==> src/rtl/cmp_share_ctrl.sv <==
// Round-robin share of one less-than comparator between two valid/ready requesters.
// One operation in flight: IDLE accepts, CMP runs CMP_LATENCY cycles, RESP holds result until taken.
module cmp_share_ctrl #(
  parameter int WIDTH       = 32,
  parameter int CMP_LATENCY = 1
) (
  input  logic             clk,
  input  logic             reset,
  input  logic             req0_valid,
  output logic             req0_ready,
  input  logic [WIDTH-1:0] req0_a,
  input  logic [WIDTH-1:0] req0_b,
  input  logic             req0_signed,
  output logic             resp0_valid,
  output logic             resp0_lt,
  input  logic             resp0_ready,
  input  logic             req1_valid,
  output logic             req1_ready,
  input  logic [WIDTH-1:0] req1_a,
  input  logic [WIDTH-1:0] req1_b,
  input  logic             req1_signed,
  output logic             resp1_valid,
  output logic             resp1_lt,
  input  logic             resp1_ready,
  output logic             busy
);

  localparam logic [1:0] S_IDLE = 2'd0;
  localparam logic [1:0] S_CMP  = 2'd1;
  localparam logic [1:0] S_RESP = 2'd2;
  localparam logic [3:0] CNT_INIT = 4'(CMP_LATENCY - 1);

  logic [1:0]       r_state;
  logic             r_last_grant;
  logic             r_grant;
  logic [WIDTH-1:0] r_a;
  logic [WIDTH-1:0] r_b;
  logic             r_signed;
  logic             r_lt;
  logic [3:0]       r_cnt;

  logic w_grant;
  logic w_accept;
  logic w_resp_hs;
  logic w_lt;

  // Tie goes to whoever was not served last; otherwise the lone valid requester.
  assign w_grant   = (req0_valid && req1_valid) ? ~r_last_grant : req1_valid;
  assign w_accept  = (r_state == S_IDLE) && (req0_valid || req1_valid);
  assign w_resp_hs = (r_state == S_RESP) && (r_grant ? resp1_ready : resp0_ready);
  assign w_lt      = r_signed ? ($signed(r_a) < $signed(r_b)) : (r_a < r_b);

  assign req0_ready  = (r_state == S_IDLE) && req0_valid && !w_grant;
  assign req1_ready  = (r_state == S_IDLE) && req1_valid && w_grant;
  assign resp0_valid = (r_state == S_RESP) && !r_grant;
  assign resp1_valid = (r_state == S_RESP) && r_grant;
  assign resp0_lt    = resp0_valid && r_lt;
  assign resp1_lt    = resp1_valid && r_lt;
  assign busy        = (r_state != S_IDLE);

  always_ff @(posedge clk) begin
    if (reset) begin
      r_state      <= S_IDLE;
      r_last_grant <= 1'b1;
      r_grant      <= 1'b0;
      r_a          <= '0;
      r_b          <= '0;
      r_signed     <= 1'b0;
      r_lt         <= 1'b0;
      r_cnt        <= 4'd0;
    end else begin
      case (r_state)
        S_IDLE: begin
          if (w_accept) begin
            r_grant  <= w_grant;
            r_a      <= w_grant ? req1_a : req0_a;
            r_b      <= w_grant ? req1_b : req0_b;
            r_signed <= w_grant ? req1_signed : req0_signed;
            r_cnt    <= CNT_INIT;
            r_state  <= S_CMP;
          end
        end
        S_CMP: begin
          if (r_cnt != 4'd0) begin
            r_cnt <= r_cnt - 4'd1;
          end else begin
            r_lt    <= w_lt;
            r_state <= S_RESP;
          end
        end
        S_RESP: begin
          if (w_resp_hs) begin
            r_last_grant <= r_grant;
            r_state      <= S_IDLE;
          end
        end
        default: r_state <= S_IDLE;
      endcase
    end
  end

endmodule

==> config.mk <==
export PLATFORM = sky130hd
export DESIGN_NAME = cmp_share_ctrl
export DESIGN_NICKNAME = d
export VERILOG_FILES = /design/src/rtl/cmp_share_ctrl.sv
export SDC_FILE = /design/constraint.sdc
export NUM_CORES = 1
export LEC_CHECK = 0
export ABC_AREA = 1
export BUFFER_PORTS_ARGS = -buffer_cell sky130_fd_sc_hd__buf_2
export CORE_MARGIN = 8
export CORE_UTILIZATION = 26
export DETAILED_ROUTE_END_ITERATION = 8
export GPL_TIMING_DRIVEN = 0
export PLACE_DENSITY = 0.54
export SLEW_MARGIN = 40
export SYNTH_ARGS = -nofsm -noshare
export SYNTH_HDL_FRONTEND = slang
export SYNTH_SLANG_ARGS = --single-unit
==> constraint.sdc <==
create_clock -name clk -period 1.75 [get_ports clk]
set_input_delay 0.0875 -clock clk [delete_from_list [all_inputs] [get_ports clk]]
set_output_delay 0.0875 -clock clk [all_outputs]
set_load 0.01 [all_outputs]
==> metrics, run 1 <==
RSZ-0062 raised after global routing true; routability cong. 0.748; CTS clk-pin slew, worst paths 0.06 ns; Crit Path Max Fanout 2; Tcrit/Tclk final 94.0%; sequential area share after synthesis 34.8%; Critical Path End Type flop; syn avg cell area 8.06 um2; DRT Pass-1 Iters 4; peak supply drop 486 uV; first-pass GRT wire length 21000 um; Critical Setup Path Class reg -> reg; gr ovfl total 0; initial core utilization 26.2%; Die Ht 144 um; Cell Area, Placed 5250 um2; WP data arrival 1.87 ns; Hold Path Depth 3; fin area 5660 um2; CTS tree built; synth cell count leaders 150 x nor2_1, 74 x dfxtp_1, 45 x inv_1, 41 x nand2_1, 37 x nand3_1; post-DR vias/cell 4.41; worst min path class in -> reg; ANT cells 0; largest cells by area after synthesis dfxtp_1 35%, nor2_1 13%, ha_1 9.4%, o31ai_2 8.8%, o32ai_2 7.6%; Final Non-Filler Cells 908; Fin. Hold Viols 0; core region area 16300 um2; Stages on worst setup path 10; Clock Path Buffers 2; initial antenna violation count 2; DIE WIDTH 144 um; worst skew pair latency 0.34 ns; I/O pin total 143; Async S/R FF share, synth 0%; final wirelength 13400 um; GRT Resource Usage Total 13.2%; largest net degree at the start of global routing 13; cells after synthesis 529; Critical-path top delay cell ha_1; dpl cells 891; layout cells sized above 1 37.2%; Required @ worst endpoint 1.98 ns; ys flop type dfxtp_1; R2R cell count 10; final setup skew 0.00957 ns; area leader, netlist dfxtp_1; share of Yosys cell area claimed by the top area cell type 34.8%; Final Max Tran Viols 0; Post-CTS Setup Repair Bufs 0; CP delay by family, top compound AO/OA/AOI/OAI gates; routed length per instance 14.7 um; Starting DRT DRC Count 115; synthesis warning total 0; vias in the first global route 4099; most common cell in the synthesized netlist nor2_1; PwrDens 1170 nW/um2; Final setup viols 0; syn nets 697; htree depth 3; P_leak 2.57 nW; Startpoint Class flop; setup tns final 0 ns; post-layout min period 1.64 ns; min-delay src resp1_ready; Post-synth EDFFs 0; DIE AREA 20700 um2; # rows 47; synthesized flop and latch total 74; IO Port Bufs 142; CTS Buf Count 9; CTS Root Cell clkbuf_16; final core area utilization 34.8%; cell area after synthesis 4260 um2; Slew headroom 62.7%; reg2reg start r_b[17]; most frequent CP cell a21oi_1; status completed; CP Launch Point r_b[17]; nets@finish 851; Sink Count 74; DP HPWL 10600 um; Layout area overhead 32.9%; Tightest Pin Transition 0.560 ns; maximum clock frequency 0.608 GHz; crit path cell chain inv_1 -> ha_1 -> a21oi_1 -> o21ai_1 -> nand2_1 -> nand3_1 -> a21oi_1 -> a21oi_1 -> nor2_1 -> nor2_1; remaining antenna violation count 0; CP max stage delay 0.31 ns; Buf/Inv on CP 1; Vias 4003; max_cap viols 0; # DRC 0; Yosys cell types 28
-- per-stage QoR --
step / total power (W) / hold slack, ns / setup slack (ns)
floorplan: 0.00387 / 0.157 / 0.340
global placement: 0.00455 / 0.318 / 0.0323
detailed placement: 0.00457 / 0.321 / 0.0335
CTS: 0.00662 / 0.0411 / 0.0176
global route: 0.00714 / 0.0632 / -0.0468
finish: 0.00661 / 0.0568 / 0.106
-- cell families after synthesis --
kind of cell	after synthesis	synth area share (%)
DFF	74	34.8
AOI/OAI and AO/OA	97	23.7
adders and majority gates	32	9.40
buffers and inverters	84	9.01
and+or+nand+nor	242	23.1
-- power breakdown --
| group | total [W] | internal (W) | switching [W] |
|---|---|---|---|
| logic | 0.00239 | 0.000987 | 0.00141 |
| clock network | 0.00200 | 0.00128 | 0.000716 |
| registers | 0.00222 | 0.00204 | 0.000175 |
-- what timing repair did --
action                                  4_1_cts  5_1_grt
hold buffers                                  1        0
endpoints found under the hold margin         3        0
endpoints found under the setup margin        0        5
gates resized for setup                       0       21
-- final cells by class --
| class | instances | area (um2) |
|---|---|---|
| Buffer | 31 | 189 |
| Clock buffer | 11 | 243 |
| Clock inverter | 5 | 77.6 |
| Fill cell | 1759 | 10600 |
| Inverter | 53 | 199 |
| Multi-Input combinational cell | 371 | 2470 |
| Sequential cell | 74 | 1480 |
| Tap cell | 220 | 275 |
| Timing Repair Buffer | 143 | 721 |
-- cell usage in the layout (no fill, tap or decap), types with 2 or more instances in the layout --
cell type,count
a21oi_1,19
buf_2,151
buf_4,3
buf_6,6
bufinv_16,2
clkbuf_1,12
clkbuf_16,9
clkinv_2,2
dfxtp_1,72
dfxtp_2,2
ha_1,29
ha_4,3
inv_1,42
inv_2,11
nand2_1,38
nand2_2,4
nand3_1,36
nor2_1,149
nor2_2,2
nor3_1,6
o21a_1,2
o21ai_0,5
o21ai_1,2
o31ai_1,3
o31ai_2,30
o32ai_1,12
o32ai_2,20
-- final timing paths --
path / to / slack [ns]
worst max-delay path: r_lt / 0.11
worst min-delay path: r_last_grant / 0.06
worst max register to register: r_lt / 0.11
worst min register to register: r_a[0] / 0.48
-- state kept, by name (all words and copies together) (netlist names) --
name and flops:
r_state 2, r_b 32, r_last_grant 1, r_lt 1
r_signed 1, r_cnt 4, r_grant 1, r_a 32
-- worst min-delay path: cells and delay by family --
kind | cells | cell delay (ns)
buf+inv | 1 | 0.10
compound gates | 1 | 0.08
simple gates | 1 | 0.08
-- layer usage --
metal  vias to the layer above  GRT usage, %  part of all wire [%]
met5                         -             0                  0.19
met4                         4          3.32                   1.0
met3                        16          4.32                   6.7
met2                        91          22.3                    48
met1                      1786          15.8                    44
li1                       2106             -                     -
No activity file was read; power rests on OpenSTA's default activity.
==> inputs of run 2 (changes only) <==
--- a/config.mk
+++ b/config.mk
@@ -8,10 +8,10 @@
 export ABC_AREA = 1
 export BUFFER_PORTS_ARGS = -buffer_cell sky130_fd_sc_hd__buf_2
 export CORE_MARGIN = 8
-export CORE_UTILIZATION = 26
+export CORE_UTILIZATION = 35
 export DETAILED_ROUTE_END_ITERATION = 8
 export GPL_TIMING_DRIVEN = 0
-export PLACE_DENSITY = 0.54
+export PLACE_DENSITY = 0.66
 export SLEW_MARGIN = 40
 export SYNTH_ARGS = -nofsm -noshare
 export SYNTH_HDL_FRONTEND = slang
==> run 2 against run 1 <==
Against the previous run: clock-buffer cell count rose by 3; critical path type unchanged; via count rose by 2.2%; setup slack improved by 0.0096 ns; combinational power rose by 2%; highest routed layer is now met4; worst hold slack improved by 0.020 ns; critical path depth rose by 1.
==> metrics, run 2 (synthesized netlist as in run 1, its figures left out) <==
WHS 0.0766 ns (was 0.0568 ns); IO Port Bufs 142 (unchanged); DIE WIDTH 126 um (was 144 um); routed length per instance 15.3 um (was 14.7 um); # rows 40 (was 47); worst skew pair latency 0.33 ns (was 0.34 ns); PwrDens 1160 nW/um2 (was 1170 nW/um2); commonest non-fill, non-tap cell in the layout buf_2 (unchanged); Tightest Pin Transition 0.530 ns (was 0.560 ns); CTS tree built (unchanged); Hold Path Depth 3 (unchanged); worst slack at placement 0.0791 ns (was 0.0335 ns); worst min path class in -> reg (unchanged); final setup skew 0.00517 ns (was 0.00957 ns); setup tns final 0 ns (unchanged); CTS Buf Count 9 (unchanged); P_leak 2.56 nW (was 2.57 nW); Critical Path End Type flop (unchanged); GRT Resource Usage Total 15.9% (was 13.2%); Sink Count 74 (unchanged); CTS Root Cell clkbuf_16 (unchanged); largest net degree at the start of global routing 12 (was 13); Starting DRT DRC Count 142 (was 115); Final Max Tran Viols 0 (unchanged); initial core utilization 35.6% (was 26.2%); Final setup viols 0 (unchanged); max_cap viols 0 (unchanged); DRT Pass-1 Iters 4 (unchanged); htree depth 3 (unchanged); layout cells sized above 1 37.8% (was 37.2%); most frequent cells in the layout 152 x buf_2, 147 x nor2_1, 72 x dfxtp_1 (was 151 x buf_2, 149 x nor2_1, 72 x dfxtp_1); first-pass GRT wire length 20800 um (was 21000 um); DP HPWL 10000 um (was 10600 um); Crit Path Max Fanout 2 (unchanged); post-layout min period 1.63 ns (was 1.64 ns); nets@finish 851 (unchanged); # DRC 0 (unchanged); I/O pin total 143 (unchanged); top flop regs r_a x32, r_b x32, r_cnt x4 (unchanged); status completed (unchanged); final setup margin 0.115 ns (was 0.106 ns); ANT cells 0 (unchanged); Startpoint Class flop (unchanged); final wirelength 12800 um (was 13400 um); Die Ht 126 um (was 144 um); WP data arrival 1.86 ns (was 1.87 ns); vias in the first global route 4393 (was 4099); Cell Area, Placed 5160 um2 (was 5250 um2); Vias 4093 (was 4003); routability cong. 0.759 (was 0.748); remaining antenna violation count 0 (unchanged); Clock Path Buffers 2 (unchanged); peak supply drop 459 uV (was 486 uV); CTS clk-pin slew, worst paths 0.06 ns (about the same); Slew headroom 64.6% (was 62.7%); core region area 12000 um2 (was 16300 um2); Required @ worst endpoint 1.97 ns (was 1.98 ns); initial antenna violation count 0 (was 2); Fin. Hold Viols 0 (unchanged); final core area utilization 46.3% (was 34.8%); Layout area overhead 30.0% (was 32.9%); Critical Setup Path Class reg -> reg (unchanged); Tcrit/Tclk final 93.4% (was 94.0%); R2R cell count 11 (was 10); DIE AREA 16000 um2 (was 20700 um2); gr ovfl total 0 (unchanged); post-DR vias/cell 4.90 (was 4.41); maximum clock frequency 0.612 GHz (was 0.608 GHz); fin area 5540 um2 (was 5660 um2)
## run 2: cell count changes in the layout (fill, tap and decap cells not counted), moves of 2 or more
cell and delta:
a21oi_1 -4, a21oi_2 +3, bufinv_16 -2, clkbuf_1 +2, clkbuf_8 +2, nand3_1 -2, nand3_2 +2, nor2_1 -2
nor2_2 +2
## run 2: worst paths after layout
check	from	endpoint	slack, ns
max	r_b[21]	r_lt	0.12
min	resp1_ready	r_last_grant	0.08
max reg2reg	r_b[21]	r_lt	0.12
min reg2reg	r_b[6]	r_b[6]	0.48
## run 2: area by class of cell
cell class	instances	area (um2)
Buffer	31	185
Clock buffer	14	274
Clock inverter	2	10.0
Fill cell	1190	6420
Inverter	53	201
Multi-Input combinational cell	371	2480
Sequential cell	74	1480
Tap cell	147	184
Timing Repair Buffer	143	721
## run 2: report_power, final
part           switching [W]  internal [W]
clock               0.000677       0.00107
sequential          0.000181       0.00204
combinational        0.00144       0.00100
## run 2: routing by layer
| layer | routed length (um) | part of all wire, % | track usage [%] |
|---|---|---|---|
| met1 | 5800 | 45 | 18.9 |
| met2 | 6060 | 47 | 27.5 |
| met3 | 728 | 5.7 | 4.57 |
| met4 | 194 | 1.5 | 4.25 |
| met5 | 0 | 0 | 0 |
## run 2: timing repair
item	in CTS	in global routing
hold buffers	1	0
setup buffers	0	0
endpoints found under the hold margin	3	0
endpoints found under the setup margin	0	1
gates resized for setup	0	24
## run 2: worst max-delay path, stage by stage (launching register included)
cell,delay (ns)
dfxtp_1,0.30
inv_1,0.06
ha_1,0.30
nand2_1,0.07
nor2_2,0.14
nand4_1,0.18
nor2_2,0.16
nand2_2,0.07
nand3_2,0.06
nand2_1,0.05
nor2_1,0.10
nor2_1,0.04
## run 2: through the flow
stage	instances	power, W
after detailed placement	818	0.00453
final	835	0.00642
after floorplan	529	0.00387
after global routing	835	0.00689
after global placement	818	0.00445
after CTS	835	0.00630
